[src/rtl/slice_stream_loader_pkg.sv]
// Shared constants and FSM state encoding for the slice stream loader.
package slice_stream_loader_pkg;

    localparam int WIDTH  = 25;
    localparam int ADDR_W = 6;
    localparam int DEPTH  = 64;

    localparam logic [2:0] S_IDLE    = 3'd0;
    localparam logic [2:0] S_FETCH   = 3'd1;
    localparam logic [2:0] S_WAIT    = 3'd2;
    localparam logic [2:0] S_PRESENT = 3'd3;
    localparam logic [2:0] S_EXEC    = 3'd4;
    localparam logic [2:0] S_NEXT    = 3'd5;
    localparam logic [2:0] S_DONE    = 3'd6;

endpackage

[src/rtl/slice_stream_loader_if.sv]
// Bus bundle between the loader (master) and its memories, controller and datapath (slave).
interface slice_stream_loader_if;
    import slice_stream_loader_pkg::*;

    // Handshakes: line_valid marks line/count as a held slice; readLine is a one-cycle
    // consume pulse honoured only while a slice is presented; ok is a one-cycle pulse
    // that qualifies result; out_wr_en and finished are single-cycle strobes.
    logic              start;
    logic              in_rd_en;
    logic [ADDR_W-1:0] in_rd_addr;
    logic [WIDTH-1:0]  in_rd_data;
    logic [WIDTH-1:0]  line;
    logic [ADDR_W-1:0] count;
    logic              line_valid;
    logic              readLine;
    logic              ok;
    logic [WIDTH-1:0]  result;
    logic              out_wr_en;
    logic [ADDR_W-1:0] out_wr_addr;
    logic [WIDTH-1:0]  out_wr_data;
    logic              busy;
    logic              finished;

    modport master (
        input  start, in_rd_data, readLine, ok, result,
        output in_rd_en, in_rd_addr, line, count, line_valid,
               out_wr_en, out_wr_addr, out_wr_data, busy, finished
    );

    modport slave (
        output start, in_rd_data, readLine, ok, result,
        input  in_rd_en, in_rd_addr, line, count, line_valid,
               out_wr_en, out_wr_addr, out_wr_data, busy, finished
    );

endinterface

[src/rtl/slice_stream_loader_index_counter.sv]
// Slice index counter: clear, saturating increment and a last-slice flag.
module slice_stream_loader_index_counter
    import slice_stream_loader_pkg::*;
(
    input  logic              clk,
    input  logic              rst,
    input  logic              clr_i,
    input  logic              inc_i,
    output logic [ADDR_W-1:0] idx_o,
    output logic              last_o
);

    logic [ADDR_W-1:0] idx_q;

    assign idx_o  = idx_q;
    assign last_o = (idx_q == ADDR_W'(DEPTH - 1));

    // Never wraps inside a run; the next run restarts through clr_i.
    always_ff @(posedge clk or negedge rst) begin
        if (!rst) begin
            idx_q <= '0;
        end else if (clr_i) begin
            idx_q <= '0;
        end else if (inc_i && !last_o) begin
            idx_q <= idx_q + 1'b1;
        end
    end

endmodule

[src/rtl/slice_stream_loader.sv]
// Feeds state slices from the input memory to the controller/datapath pair and
// writes each datapath result to the output memory at the slice's own index.
module slice_stream_loader
    import slice_stream_loader_pkg::*;
#(
    parameter int RD_LAT = 1
) (
    input  logic                  clk,
    input  logic                  rst,
    slice_stream_loader_if.master bus,
    output logic [2:0]            dbg_state_o
);

    localparam logic [1:0] LAT_LAST = 2'(RD_LAT - 1);

    logic [2:0]        state_q, state_d;
    logic [WIDTH-1:0]  line_q, line_d;
    logic [WIDTH-1:0]  wr_data_q, wr_data_d;
    logic [ADDR_W-1:0] count_q, count_d;
    logic [ADDR_W-1:0] wr_addr_q, wr_addr_d;
    logic [1:0]        lat_q, lat_d;
    logic              line_valid_q, line_valid_d;
    logic              wr_en_q, wr_en_d;
    logic              busy_q, busy_d;
    logic              finished_q, finished_d;
    logic [ADDR_W-1:0] idx;
    logic              idx_clr, idx_inc, idx_last;

    slice_stream_loader_index_counter u_index (
        .clk    (clk),
        .rst    (rst),
        .clr_i  (idx_clr),
        .inc_i  (idx_inc),
        .idx_o  (idx),
        .last_o (idx_last)
    );

    always_comb begin
        state_d      = state_q;
        line_d       = line_q;
        count_d      = count_q;
        line_valid_d = line_valid_q;
        lat_d        = lat_q;
        wr_en_d      = 1'b0;
        wr_addr_d    = wr_addr_q;
        wr_data_d    = wr_data_q;
        busy_d       = busy_q;
        finished_d   = 1'b0;
        idx_clr      = 1'b0;
        idx_inc      = 1'b0;
        case (state_q)
            S_IDLE: begin
                if (bus.start) begin
                    state_d = S_FETCH;
                    busy_d  = 1'b1;
                    idx_clr = 1'b1;
                end
            end
            S_FETCH: begin
                state_d = S_WAIT;
                lat_d   = '0;
            end
            S_WAIT: begin
                if (lat_q == LAT_LAST) begin
                    line_d       = bus.in_rd_data;
                    count_d      = idx;
                    line_valid_d = 1'b1;
                    state_d      = S_PRESENT;
                end else begin
                    lat_d = lat_q + 2'd1;
                end
            end
            S_PRESENT: begin
                // An ok arriving with readLine completes the slice straight away.
                if (bus.readLine && bus.ok) begin
                    wr_en_d      = 1'b1;
                    wr_addr_d    = count_q;
                    wr_data_d    = bus.result;
                    line_valid_d = 1'b0;
                    state_d      = S_NEXT;
                end else if (bus.readLine) begin
                    state_d = S_EXEC;
                end
            end
            S_EXEC: begin
                if (bus.ok) begin
                    wr_en_d      = 1'b1;
                    wr_addr_d    = count_q;
                    wr_data_d    = bus.result;
                    line_valid_d = 1'b0;
                    state_d      = S_NEXT;
                end
            end
            S_NEXT: begin
                line_valid_d = 1'b0;
                if (idx_last) begin
                    state_d    = S_DONE;
                    busy_d     = 1'b0;
                    finished_d = 1'b1;
                end else begin
                    idx_inc = 1'b1;
                    state_d = S_FETCH;
                end
            end
            S_DONE: begin
                state_d = S_IDLE;
            end
            default: begin
                state_d = S_IDLE;
            end
        endcase
    end

    always_ff @(posedge clk or negedge rst) begin
        if (!rst) begin
            state_q      <= S_IDLE;
            line_q       <= '0;
            count_q      <= '0;
            line_valid_q <= 1'b0;
            lat_q        <= '0;
            wr_en_q      <= 1'b0;
            wr_addr_q    <= '0;
            wr_data_q    <= '0;
            busy_q       <= 1'b0;
            finished_q   <= 1'b0;
        end else begin
            state_q      <= state_d;
            line_q       <= line_d;
            count_q      <= count_d;
            line_valid_q <= line_valid_d;
            lat_q        <= lat_d;
            wr_en_q      <= wr_en_d;
            wr_addr_q    <= wr_addr_d;
            wr_data_q    <= wr_data_d;
            busy_q       <= busy_d;
            finished_q   <= finished_d;
        end
    end

    assign bus.in_rd_en    = (state_q == S_FETCH);
    assign bus.in_rd_addr  = idx;
    assign bus.line        = line_q;
    assign bus.count       = count_q;
    assign bus.line_valid  = line_valid_q;
    assign bus.out_wr_en   = wr_en_q;
    assign bus.out_wr_addr = wr_addr_q;
    assign bus.out_wr_data = wr_data_q;
    assign bus.busy        = busy_q;
    assign bus.finished    = finished_q;
    assign dbg_state_o     = state_q;

endmodule

[src/flat_wrapper.sv]
// flat-port wrapper written by rule: the top's interface ports become plain ports
module slice_stream_loader_flat import slice_stream_loader_pkg::*;
#(
    parameter int RD_LAT = 1
)
  (clk, rst, dbg_state_o, bus_start, bus_in_rd_data, bus_readLine, bus_ok, bus_result, bus_in_rd_en, bus_in_rd_addr, bus_line, bus_count, bus_line_valid, bus_out_wr_en, bus_out_wr_addr, bus_out_wr_data, bus_busy, bus_finished);
  slice_stream_loader_if bus_i ();
  input  logic clk;
  input  logic rst;
  output logic [2:0] dbg_state_o;
  input wire logic [$bits(bus_i.start)-1:0] bus_start;
  input wire logic [$bits(bus_i.in_rd_data)-1:0] bus_in_rd_data;
  input wire logic [$bits(bus_i.readLine)-1:0] bus_readLine;
  input wire logic [$bits(bus_i.ok)-1:0] bus_ok;
  input wire logic [$bits(bus_i.result)-1:0] bus_result;
  output wire logic [$bits(bus_i.in_rd_en)-1:0] bus_in_rd_en;
  output wire logic [$bits(bus_i.in_rd_addr)-1:0] bus_in_rd_addr;
  output wire logic [$bits(bus_i.line)-1:0] bus_line;
  output wire logic [$bits(bus_i.count)-1:0] bus_count;
  output wire logic [$bits(bus_i.line_valid)-1:0] bus_line_valid;
  output wire logic [$bits(bus_i.out_wr_en)-1:0] bus_out_wr_en;
  output wire logic [$bits(bus_i.out_wr_addr)-1:0] bus_out_wr_addr;
  output wire logic [$bits(bus_i.out_wr_data)-1:0] bus_out_wr_data;
  output wire logic [$bits(bus_i.busy)-1:0] bus_busy;
  output wire logic [$bits(bus_i.finished)-1:0] bus_finished;
  assign bus_i.start = bus_start;
  assign bus_i.in_rd_data = bus_in_rd_data;
  assign bus_i.readLine = bus_readLine;
  assign bus_i.ok = bus_ok;
  assign bus_i.result = bus_result;
  assign bus_in_rd_en = bus_i.in_rd_en;
  assign bus_in_rd_addr = bus_i.in_rd_addr;
  assign bus_line = bus_i.line;
  assign bus_count = bus_i.count;
  assign bus_line_valid = bus_i.line_valid;
  assign bus_out_wr_en = bus_i.out_wr_en;
  assign bus_out_wr_addr = bus_i.out_wr_addr;
  assign bus_out_wr_data = bus_i.out_wr_data;
  assign bus_busy = bus_i.busy;
  assign bus_finished = bus_i.finished;
  slice_stream_loader #(.RD_LAT(RD_LAT)) u_core (.clk(clk), .rst(rst), .bus(bus_i), .dbg_state_o(dbg_state_o));
endmodule
[config.mk]
export PLATFORM = sky130hd
export DESIGN_NAME = slice_stream_loader_flat
export DESIGN_NICKNAME = d
export VERILOG_FILES = /design/src/rtl/slice_stream_loader_pkg.sv /design/src/rtl/slice_stream_loader_if.sv /design/src/rtl/slice_stream_loader_index_counter.sv /design/src/rtl/slice_stream_loader.sv /design/src/flat_wrapper.sv
export SDC_FILE = /design/constraint.sdc
export NUM_CORES = 1
export LEC_CHECK = 0
export ABC_CLOCK_PERIOD_IN_PS = 2000
export CAP_MARGIN = 15
export CELL_PAD_IN_SITES_DETAIL_PLACEMENT = 0
export CELL_PAD_IN_SITES_GLOBAL_PLACEMENT = 2
export CORE_UTILIZATION = 29
export DETAILED_ROUTE_END_ITERATION = 8
export GPL_TIMING_DRIVEN = 0
export PLACE_DENSITY = 0.8
export SKIP_CTS_REPAIR_TIMING = 1
export SYNTH_ARGS = -nofsm -noshare
export SYNTH_HDL_FRONTEND = slang
export SYNTH_SLANG_ARGS = --single-unit
[constraint.sdc]
create_clock -name clk -period 2 [get_ports clk]
set_input_delay 0.6 -clock clk [delete_from_list [all_inputs] [get_ports clk]]
set_output_delay 0.6 -clock clk [all_outputs]
set_load 0.01 [all_outputs]
======== Yosys cells after proc, flatten, opt, wreduce, memory -nomap -nowiden ========
Cells that the tools add are included.
storage, ports and cells
  register bits ........................... 77
  input port bits ......................... 55
  logic and storage cells ................. 75
operators by class
  $add $sub $neg .......................... 2
  equal/unequal tests ..................... 13
  mux-type cells .......................... 33
  reduce and logical (&&, ||, !) cells .... 16
operators by type and width
  operator                                               number
  2-to-1 mux 25 bit                                      2
  one-hot mux 25 bit (2 select lines)                    1
  2-to-1 mux 6 bit                                       4
  2-to-1 mux 3 bit                                       6
  one-hot mux 3 bit (6 select lines)                     1
  2-to-1 mux 1 bit                                       13
  one-hot mux 6 bit (2 select lines)                     1
  inequality test 2 bit, second input constant           4
  AND reduction 4 bit                                    2
  nonzero test 2 bit                                     4
  adder 6 x 1 -> 6 bit, second input constant            1
  equality test 3 x 2 -> 1 bit, second input constant    2
  equality test 3 bit, second input constant             2
  equality test 6 bit, second input constant             1
  AND reduction 3 bit                                    2
  inequality test 2 x 1 -> 1 bit, second input constant  2
  one-hot mux 1 bit (2 select lines)                     2
  one-hot mux 1 bit (4 select lines)                     1
  one-hot mux 2 bit (2 select lines)                     1
  AND reduction 2 bit                                    2
  nonzero test 4 bit                                     1
  equality test 3 x 1 -> 1 bit, second input constant    1
  logical NOT 3 bit                                      1
  inequality test 3 x 2 -> 1 bit, second input constant  1
  5 further kinds                                        6

======== Depth between registers and ports, before layout ========
  word-level depth ........................ 6
  gate-level depth with buffers ........... 6
  gate-level depth less buffers ........... 6

======== Cells and area by module ========
A second synthesis with hierarchy kept.
second synthesis, totals
  cell total of the unflattened synthesis .. 234
  area, all modules ....................... 3269.4 µm²
by module, submodules not included
  module                             times used  cells each  area each (µm²)  sequential area each (µm²)
  slice_stream_loader                1           195         2889.0           1776.7
  slice_stream_loader_index_counter  1           39          380.4            150.1

======== Worst setup path after synthesis ========
OpenSTA, ideal clock, no wires.
  path kind ............................... reg-to-output
  from .................................... reg u_core.state_q[1], in the netlist u_core.dbg_state_o[1]
  to ...................................... out bus_in_rd_en
  arrival time ............................ 0.969 ns
  data required time ...................... 1.400 ns
  slack ................................... 0.431 ns
  cell stages (with the launch flop) ...... 3
  buffers on the path ..................... 1
  cell sequence ........................... dfrtp_1 -> clkbuf_1 -> nor3_1
between the ends
  longest elaborated chain between the ends .. 1
RTL lines
  item                          RTL line                    source
  start, declared               slice_stream_loader.sv:16   logic [2:0] state_q, state_d;
  start signal, assigned        slice_stream_loader.sv:127  state_q <= state_d;
  equality test 3 x 1 -> 1 bit  slice_stream_loader.sv:140  assign bus.in_rd_en = (state_q == S_FETCH);
  end, declared                 flat_wrapper.sv:16          output wire logic [$bits(bus_i.in_rd_en)-1:0] bus_in_rd_en;
No other way between the ends.

======== Final worst setup path ========
  from .................................... reg u_core.u_index.idx_q[3], in the netlist u_core.u_index.idx_o[3]
  to ...................................... out bus_in_rd_addr[3]
RTL lines
  item                    RTL line                                 source
  start, declared         slice_stream_loader_index_counter.sv:13  logic [ADDR_W-1:0] idx_q;
  start signal, assigned  slice_stream_loader_index_counter.sv:25  idx_q <= idx_q + 1'b1;
  end, declared           flat_wrapper.sv:17                       output wire logic [$bits(bus_i.in_rd_addr)-1:0] bus_in_rd_addr;
No word-level cell between the ends.

==> qor.txt <==
final-stage net count: 420
core area: 0.01137 mm2
peak supply drop: 578.1 uV
DIE WIDTH: 110.0 um
Cell Pwr Density: 1659 mW/mm2
Post-Synthesis Cell Area: 0.003379 mm2
Flop pwr share: 0.315
dpl ws: -133.2 ps
Fin Clk Skew: 5.181 ps
most instantiated library cell after synthesis: dfrtp_1
H-Tree Depth: 3
critical-path cell list: clkdlybuf4s50_1
setup TNS: 0 ps
Ant. Diodes: 0
Final Power: 8.703 mW
CTS sink cnt: 77
sequential area share after synthesis: 0.5702
Clk Tree Root Cell: clkbuf_16
Area contributors post-synth: dfrtp_1, mux2_4, buf_6, mux2_2, o21ai_0
vias in the first global route: 2222
MaxCap Viol Count: 0
status: complete, no violations
Ports: 131
first-pass GRT wire length: 11590 um
final worst path period need: 1948 ps
Fin Hold WS: 117.9 ps
Switch Pwr: 2.511 mW
final setup fails: 0
Die Y: 110.0 um
CP Max Fanout: 6
WL met2: 3599 um
Synth top area share: 0.5702
Final Cycle Share: 0.9742
CTS Buf Count: 9
Top Family by Delay on Critical Path: buffers and inverters
Synth Flop Type: dfrtp_1
top cells by count, synth: dfrtp_1, mux2_4, nand2_1
Buffers & Inverters on Critical Path: 1
Synth Warn #: 0
Mapped Cells: 221
clk_lat worst skew: 330 ps
starting density of the core: 0.2972
Vias/cell: 4.494
max incr delay on CP: 580 ps
crit path DAT: 1350 ps
Slew HR: 0.7745
wl on met1: 3575 um
1st-pass router iterations: 4
area delta synth->final: 55.20%
total gr overflow: 0
initial antenna violation count: 0
reg-to-reg slack, setup: 320 ps
IO buf count: 130
post-DP HPWL: 5493 um
clk buf depth: 2
Core Util, Final: 0.4613
Clock power frac: 0.218
Startpoint Class: register
Post-synth EDFFs: 0
initial drt markers: 82
Hold Crit Class: primary input to async pin
Mean Syn Cell Area: 15.29 um2
Combinational Power Share: 0.467
Top Layer Used: met4
worst flop-to-flop path startpoint: u_core.lat_q[0]$_DFFE_PN0P_
Final Hold Viols: 0
synth unique cells: 39
LEAKAGE: 2.375 nW
#FFs+latches synth: 77
final WL: 7709 um
wire length on met3: 342 um
post-route ant nets: 0
# rows: 39
CTS tree: yes
Slowest-stage cell, CP: clkdlybuf4s50_1
Worst-Margin Slew: 338.3 ps
CP Capture Type: output pin
Synth async-reset ratio: 1.000
via count: 2292
maximum clock frequency: 0.5132 GHz
R2R cell count: 6
Worst EP required: 1400 ps
layout cells sized above 1: 0.2807
setup repair after global routing missed its margin: no
Sw Ratio: 0.2885
CTS clock-pin slew for the worst setup and hold paths: 60 ps
max-slew violation count: 0
critical path class: register to output pin
drt wl/cell: 15.12 um
die area: 0.01209 mm2
largest net degree at the start of global routing: 66
area leader, netlist: dfrtp_1
Worst R2R End: u_core.bus.count[0]$_DFFE_PN0P_
Post-route DRC: 0
Final WS setup: 51.53 ps
P_int: 6.192 mW
Total Routing Usage GR: 0.1290
Net Count, Synth: 278
GPL Wtd Cong: 0.7218
-- cell usage in the layout (no fill, tap or decap), drive strengths merged, types with 4 or more instances in the layout --
cell type / count
dfrtp: 77
nand2: 9
inv: 6
and3: 4
buf: 12
nor2: 7
mux2: 62
clkbuf: 12
nand3: 5
o21ai: 6
clkdlybuf4s50: 127
nand2b: 5
-- per-layer routing --
layer	vias to the layer above	global-route usage
met5	-	0
met4	0	0.08190
met3	15	0.02786
met2	67	0.1875
met1	1139	0.1727
li1	1071	-
-- area by class of cell --
| class | instances | area (um2) |
|---|---|---|
| repair buffers | 131 | 1324 |
| flip-flops and latches | 77 | 1933 |
| well taps | 143 | 178.9 |
| clock inverters | 4 | 95.09 |
| multi-input cells | 128 | 1346 |
| plain buffers | 10 | 92.59 |
| inverters | 6 | 22.52 |
| clock buffers | 11 | 252.7 |
| fillers | 1036 | 6125 |
-- power groups by stage --
stage                     clock network [mW]  logic [mW]  registers (mW)
after floorplan                            0        1.92            3.02
after global placement                     0        4.06            2.73
after detailed placement                   0        4.10            2.74
after CTS                               1.95        4.12            2.74
after global routing                    2.02        4.34            2.84
final                                   1.90        4.06            2.74
-- flip-flops by register name, summed over array words and instances, names as in the netlist, 2 cells and up --
signal / cells
u_core.bus.count: 6
u_core.bus.line: 25
u_core.bus.out_wr_addr: 6
u_core.bus.out_wr_data: 25
u_core.dbg_state_o: 3
u_core.lat_q: 2
u_core.u_index.idx_o: 6
-- worst max path at each step --
stage,from,endpoint,slack [ps],cells past startpoint
after global placement,rst,u_core.bus.out_wr_data[1]$_DFFE_PN0P_,-2580,1
final,u_core.u_index.idx_o[3]$_DFFE_PN0P_,bus_in_rd_addr[3],50,1
after global routing,u_core.u_index.idx_o[3]$_DFFE_PN0P_,bus_in_rd_addr[3],2,1
after CTS,u_core.dbg_state_o[1]$_DFFE_PN0P_,bus_in_rd_en,-500,3
after floorplan,u_core.dbg_state_o[1]$_DFFE_PN0P_,bus_in_rd_en,430,2
after detailed placement,bus_readLine,u_core.bus.out_wr_data[8]$_DFFE_PN0P_,-130,6
-- kinds of logic (layout without fill, tap and decap cells) --
logic type / count (synthesis) / count (layout) / share of synthesized area
AO/OA/AOI/OAI: 25 / 25 / 0.05294
XOR/XNOR: 1 / 1 / 0.002592
buffers and inverters: 16 / 162 / 0.03295
multiplexers: 63 / 63 / 0.2751
adder cells (fa/ha/maj): 2 / 2 / 0.007403
flip-flops: 77 / 77 / 0.5702
AND/OR/NAND/NOR: 37 / 37 / 0.05887
-- stage by stage --
stage,cell area (um2),cells
after floorplan,3379,221
after global placement,4860,494
after detailed placement,4885,495
after CTS,5233,510
after global routing,5245,510
final,5245,510
No activity file was read; power rests on OpenSTA's default activity.
